### config.mk
export PLATFORM = sky130hd
export DESIGN_NAME = fir_in_feeder
export DESIGN_NICKNAME = d
export VERILOG_FILES = /design/src/rtl/fir_in_feeder.sv
export SDC_FILE = /design/constraint.sdc
export NUM_CORES = 1
export LEC_CHECK = 0
export CORE_UTILIZATION = 25
export DETAILED_ROUTE_END_ITERATION = 10
export MAX_ROUTING_LAYER = met4
export PLACE_DENSITY = 0.43
export REMOVE_ABC_BUFFERS = 1
export SLEW_MARGIN = 20
export SYNTH_ARGS = -nofsm -noshare
export SYNTH_HDL_FRONTEND = slang
export SYNTH_SLANG_ARGS = --single-unit
### constraint.sdc
create_clock -name clk -period 3.5 [get_ports clk]
set_input_delay 1.05 -clock clk [delete_from_list [all_inputs] [get_ports clk]]
set_output_delay 1.05 -clock clk [all_outputs]
set_load 0.005 [all_outputs]
### src/rtl/fir_in_feeder.sv
// Input pacing stage for the serial FIR: buffers upstream samples in a small
// FIFO and releases one every PERIOD clocks, inserting zeros on underrun.
module fir_in_feeder #(
    parameter int WIDTH  = 16,
    parameter int DEPTH  = 8,
    parameter int PERIOD = 32
) (
    input  logic                     clk,
    input  logic                     reset,
    input  logic                     run,
    input  logic [WIDTH-1:0]         din,
    input  logic                     din_valid,
    output logic                     din_ready,
    input  logic                     clr_flags,
    output logic [WIDTH-1:0]         xOut,
    output logic                     sample,
    output logic                     underrun,
    output logic [$clog2(DEPTH):0]   level
);
    localparam int AW = $clog2(DEPTH);
    localparam int PW = $clog2(PERIOD);

    logic [WIDTH-1:0] mem [DEPTH];
    logic [AW-1:0]    wr_ptr, rd_ptr;
    logic [PW-1:0]    pc;
    logic             full, empty, push, tick, pop;

    assign full      = (level == (AW+1)'(DEPTH));
    assign empty     = (level == '0);
    assign din_ready = !full;
    assign push      = din_valid && din_ready;
    assign tick      = run && (pc == PW'(PERIOD - 1));
    // Pop decision uses pre-edge occupancy, so a same-edge push into an
    // empty FIFO is not visible to this tick.
    assign pop       = tick && !empty;

    always_ff @(posedge clk) begin
        if (push)
            mem[wr_ptr] <= din;
    end

    always_ff @(posedge clk or posedge reset) begin
        if (reset) begin
            wr_ptr   <= '0;
            rd_ptr   <= '0;
            level    <= '0;
            pc       <= '0;
            xOut     <= '0;
            sample   <= 1'b0;
            underrun <= 1'b0;
        end else begin
            if (push)
                wr_ptr <= wr_ptr + 1'b1;
            if (pop)
                rd_ptr <= rd_ptr + 1'b1;

            case ({push, pop})
                2'b10:   level <= level + 1'b1;
                2'b01:   level <= level - 1'b1;
                default: level <= level;
            endcase

            if (run)
                pc <= tick ? '0 : pc + 1'b1;

            sample <= tick;
            if (tick)
                xOut <= empty ? '0 : mem[rd_ptr];

            // Set has priority over clear on the same edge.
            if (tick && empty)
                underrun <= 1'b1;
            else if (clr_flags)
                underrun <= 1'b0;
        end
    end
endmodule

Yosys cells after proc, flatten, opt, wreduce, memory -nomap -nowiden
Memory sizes are Yosys's and may differ from the RTL's.
Index checks and enable logic that the tools add are counted.
{"block": "totals", "out_inout_bits": 23, "ff_bits": 33, "ramBits": 128, "n_memories": 1, "inputBits": 21}
{"block": "classes", "eq_ne": 4, "muxes": 7, "reduce_logical": 9, "n_addsub": 5}
{"name": "mem", "words": 8, "width": 16, "read_ports": 1, "rd_clocked_by_memory_dff": 0, "wr": 1, "line_no": "23", "source": "logic [WIDTH-1:0] mem [DEPTH];"}
{"operator": "16-bit 2-to-1 mux", "count": 1}
{"operator": "4-bit case mux with 2 select lines", "count": 1}
{"operator": "3-bit by 1-bit adder with 3-bit output (second input constant)", "count": 2}
{"operator": "5-bit by 1-bit adder with 5-bit output (second input constant)", "count": 1}
{"operator": "5-bit == test (second input constant)", "count": 1}
{"operator": "5-bit 2-to-1 mux", "count": 1}
{"operator": "4-bit by 1-bit adder with 4-bit output (second input constant)", "count": 1}
{"operator": "4-bit == test (second input constant)", "count": 1}
{"operator": "1-bit logical AND", "count": 4}
{"operator": "4-bit zero test", "count": 1}
{"operator": "1-bit 2-to-1 mux", "count": 4}
{"operator": "2-bit nonzero test", "count": 2}
{"operator": "4-bit by 1-bit subtractor with 4-bit output (second input constant)", "count": 1}
{"operator": "2-bit by 1-bit == test with 1-bit output (second input constant)", "count": 1}
{"operator": "2-bit == test (second input constant)", "count": 1}
{"operator": "1-bit zero test", "count": 2}

Logic depth before layout (Yosys ltp)
{"block": "logic_depth", "depth_word": 5, "ltp_mapped": 12, "depth_no_buf": 12}

Worst setup path after synthesis
No wires, ideal clock.
{"block": "synth_timing", "kind": "input port to flip-flop", "startpoint": "input port din_valid", "endpoint": "memory mem[0][0] (enable)", "setup_time_ns": 0.409, "stages": 3, "t_arrival_ns": 2.612, "path_slack_ns": 0.479, "cell_sequence": "nand2_1 -> or2_2 -> nor3_1"}
{"block": "synth_between", "elab_chain_cells": 3}
{"item": "start, declared", "line_no": "12", "source": "input logic din_valid,"}
{"item": "1-bit logical AND", "line_no": "31", "source": "assign push = din_valid && din_ready;"}
{"item": "1-bit 2-to-1 mux", "line_no": "38", "source": "if (push)"}
{"item": "1-bit 2-to-1 mux (implied by the code)", "line_no": "39", "source": "mem[wr_ptr] <= din;"}
{"item": "end, declared", "line_no": "23"}
Every way passes these cells.

Worst setup path in the final report
{"block": "layout_timing", "startpoint": "register level[1]", "endpoint": "output port din_ready"}
{"block": "layout_between", "elab_chain_cells": 2}
{"item": "start, declared", "line_no": "18", "source": "output logic [$clog2(DEPTH):0] level"}
{"item": "start signal, assigned", "line_no": "58", "source": "2'b10: level <= level + 1'b1;"}
{"item": "start signal, assigned", "line_no": "59", "source": "2'b01: level <= level - 1'b1;"}
{"item": "start signal, assigned", "line_no": "60", "source": "default: level <= level;"}
{"item": "4-bit == test", "line_no": "28", "source": "assign full = (level == (AW+1)'(DEPTH));"}
{"item": "1-bit zero test", "line_no": "30", "source": "assign din_ready = !full;"}
{"item": "end, declared", "line_no": "13", "source": "output logic din_ready,"}
Every way passes these cells.

==> impl_metrics.env <==
export IMPL_cp_slowest_cell="or4b_4"
export IMPL_io_pins=44
export IMPL_grt_max_degree=25
export IMPL_final_area_sq_um=7760
export IMPL_die_width_um=161
export IMPL_synth_simple_area_share_pct=5.42
export IMPL_slew_headroom_pct=51.7
export IMPL_drv_slew=0
export IMPL_synth_mux_area_share_pct=11.9
export IMPL_core_area_sq_um=24600
export IMPL_worst_pin_slew_ns=0.725
export IMPL_ir_worst_vdd_mv=0.345
export IMPL_worstHoldPathCells=2
export IMPL_htree_num_levels=4
export IMPL_finalHoldViolations=0
export IMPL_syn_avg_cell_area_sq_um=17.6
export IMPL_port_buffer_count=43
export IMPL_critPathBufInv=1
export IMPL_num_rows=57
export IMPL_via_per_inst=4.37
export IMPL_max_stage_delay_ns=0.60
export IMPL_clk_latency_ns=0.43
export IMPL_setup_violations=0
export IMPL_drv_cap=0
export IMPL_rr_worst_depth=12
export IMPL_synth_top_area_share_pct=60.7
export IMPL_rsz0062_at_grt="no"
export IMPL_fin_tns_setup_ns=0
export IMPL_synth_top_family_by_area="multiplexers"
export IMPL_busiest_layer="met2"
export IMPL_cts_hold_buf=0
export IMPL_syn_area_sq_um=6330
export IMPL_clk_path_buf_depth=2
export IMPL_grt_ovfl_total=0
export IMPL_yosys_warnings=0
export IMPL_end_kind="output port"
export IMPL_grtUsageMet1_pct=14.8
export IMPL_postRouteAntennaNets=0
export IMPL_dr_pass1_iters=5
export IMPL_grtUsageMet2_pct=18.2
export IMPL_run_status="complete, no violations"
export IMPL_cts_sinks=161
export IMPL_critical_path_top_delay_family="simple AND/OR/NAND/NOR gates"
export IMPL_dpl_cell_area_sq_um=7220
export IMPL_worstSetupStartpointType="register"
export IMPL_drt_total_wl_um=13600
export IMPL_synth_seq_cells=161
export IMPL_hold_class="register to register"
export IMPL_final_cell_mix="128 x edfxtp_1, 43 x clkdlybuf4s50_1, 34 x mux2_2"
export IMPL_diodes=0
export IMPL_drive_above_1_share_pct=24.1
export IMPL_synthAdderAreaFrac_pct=1.38
export IMPL_ys_types=38
export IMPL_cts_buffers=17
export IMPL_cp_num_cells=2
export IMPL_cts_resized=0
export IMPL_nets=454
export IMPL_wl_per_cell_um=17.8
export IMPL_start_util_pct=25.7
export IMPL_drt_iter0_markers=254
export IMPL_antenna_found_initial=0
export IMPL_power_density_nw_per_um2=728
export IMPL_grt_usage_pct=11.7
export IMPL_power_uw=5650
export IMPL_path_cells="or4b_4, clkdlybuf4s50_1"
export IMPL_syn2layout_area_growth_pct=22.7
export IMPL_synth_compound_area_share_pct=4.51
export IMPL_gp_congestion=0.708
export IMPL_synth_cells=360
export IMPL_post_cts_setup_buffer_count=0
export IMPL_fmax_ghz=0.332
export IMPL_power_leakage_uw=0.00264
export IMPL_grt_met3_usage_pct=2.80
export IMPL_die_area_sq_um=26000
export IMPL_finalClockSkew_ns=0.0112
export IMPL_period_share_pct=85.9
export IMPL_final_common_cell="edfxtp_1"
export IMPL_via_count=3335
export IMPL_cp_required_ns=2.45
export IMPL_synth_area_leaders="edfxtp_1 61%, dfrtp_1 13%, mux2_2 6.0%, mux4_2 5.7%, o31ai_1 1.8%"
export IMPL_synth_xor_area_share_pct=1.11
export IMPL_cp_max_fo=8
export IMPL_yosysTopAreaCell="edfxtp_1"
export IMPL_drc=0
export IMPL_worstSetupPathType="register to output port"
export IMPL_tritoncts="built"
export IMPL_clockRootBuffer="clkbuf_16"
export IMPL_grt_pass1_vias=3480
export IMPL_path_clk_slew_ns=0.06
export IMPL_period_needed_ns=3.01
export IMPL_dp_hpwl_um=8430
export IMPL_yosysSeqAreaShare_pct=73.8
export IMPL_die_y_um=161
export IMPL_grt_pass1_wl_um=21200
export IMPL_arrival_ns=1.96
==> tightest hold or removal path: cells and delay by family, from the launching register on <==
kind,cells,cell delay (ns)
AOI/OAI and AO/OA,1,0.05
DFF,1,0.34
and+or+nand+nor,1,0.05
==> routing by layer <==
| metal | part of all wire [%] | routed length (um) |
|---|---|---|
| met5 | 0 | 0 |
| met4 | 1.3 | 176 |
| met3 | 2.9 | 395 |
| met2 | 49 | 6610 |
| met1 | 47 | 6390 |
==> final timing paths <==
path / end / slack, ns / start
min: xOut[10]$_DFFE_PP0P_ / 0.48 / xOut[10]$_DFFE_PP0P_
min reg2reg: xOut[10]$_DFFE_PP0P_ / 0.48 / xOut[10]$_DFFE_PP0P_
max reg2reg: level[2]$_DFFE_PP0P_ / 1.03 / pc[0]$_DFFE_PP0P_
max in group asynchronous: xOut[4]$_DFFE_PP0P_ / 1.90 / reset
min in group asynchronous: underrun$_DFFE_PP0P_ / 0.99 / reset
max: din_ready / 0.49 / level[1]$_DFFE_PP0P_
==> synth_stat cells (all sizes together) <==
cell type	instances
a21oi	2
xnor2	5
a32o	1
nand2	27
o22ai	16
xor2	3
nand2b	5
a31oi	1
mux2	34
nor4	1
inv	6
nor4b	1
a2111oi	2
buf	10
a22o	1
or4b	1
o2bb2ai	1
nor3	4
nor2b	1
nor2	23
and3	1
nand3b	1
ha	7
mux2i	1
o31ai	15
or2	1
mux4	16
nand3	5
o21ai	2
edfxtp	128
clkbuf	4
or4	1
dfrtp	33
==> sequential cells by signal, indices dropped and copies added, names as in the netlist <==
register,cells
xOut,16
wr_ptr,3
sample,1
mem,128
pc,5
underrun,1
level,4
rd_ptr,3
==> cell families after synthesis <==
group	Yosys count
muxes	51
and+or+nand+nor	72
xor gates and xnor gates	8
AOI/OAI and AO/OA	41
buffers and inverters	20
adders and majority gates	7
DFF	161
==> per-stage QoR <==
| step | util [%] | setup slack [ns] | hold WS (ns) | instances |
|---|---|---|---|---|
| final | 31.6 | 0.492 | 0.476 | 763 |
| after global routing | 31.6 | 0.429 | 0.522 | 763 |
| after CTS | 31.6 | 0.460 | 0.486 | 763 |
| after detailed placement | 29.3 | 0.458 | 0.472 | 731 |
| after global placement | 29.3 | 0.503 | 0.477 | 731 |
| after floorplan | - | 0.479 | 0.471 | 346 |
==> layout make-up <==
| cell class | count | area [sq um] |
|---|---|---|
| clock buffer | 20 | 447 |
| clock inverter | 12 | 101 |
| fill | 2426 | 16800 |
| inverter | 6 | 25.0 |
| multi-input combinational | 179 | 1550 |
| sequential | 161 | 4670 |
| tap | 324 | 405 |
| timing repair buffer | 61 | 566 |
==> power breakdown <==
| group | switching (uW) | total (uW) | internal [uW] |
|---|---|---|---|
| Sequential | 239 | 2660 | 2420 |
| Combinational | 582 | 1270 | 692 |
| Clock | 772 | 1710 | 942 |
No activity file was read; power rests on OpenSTA's default activity.
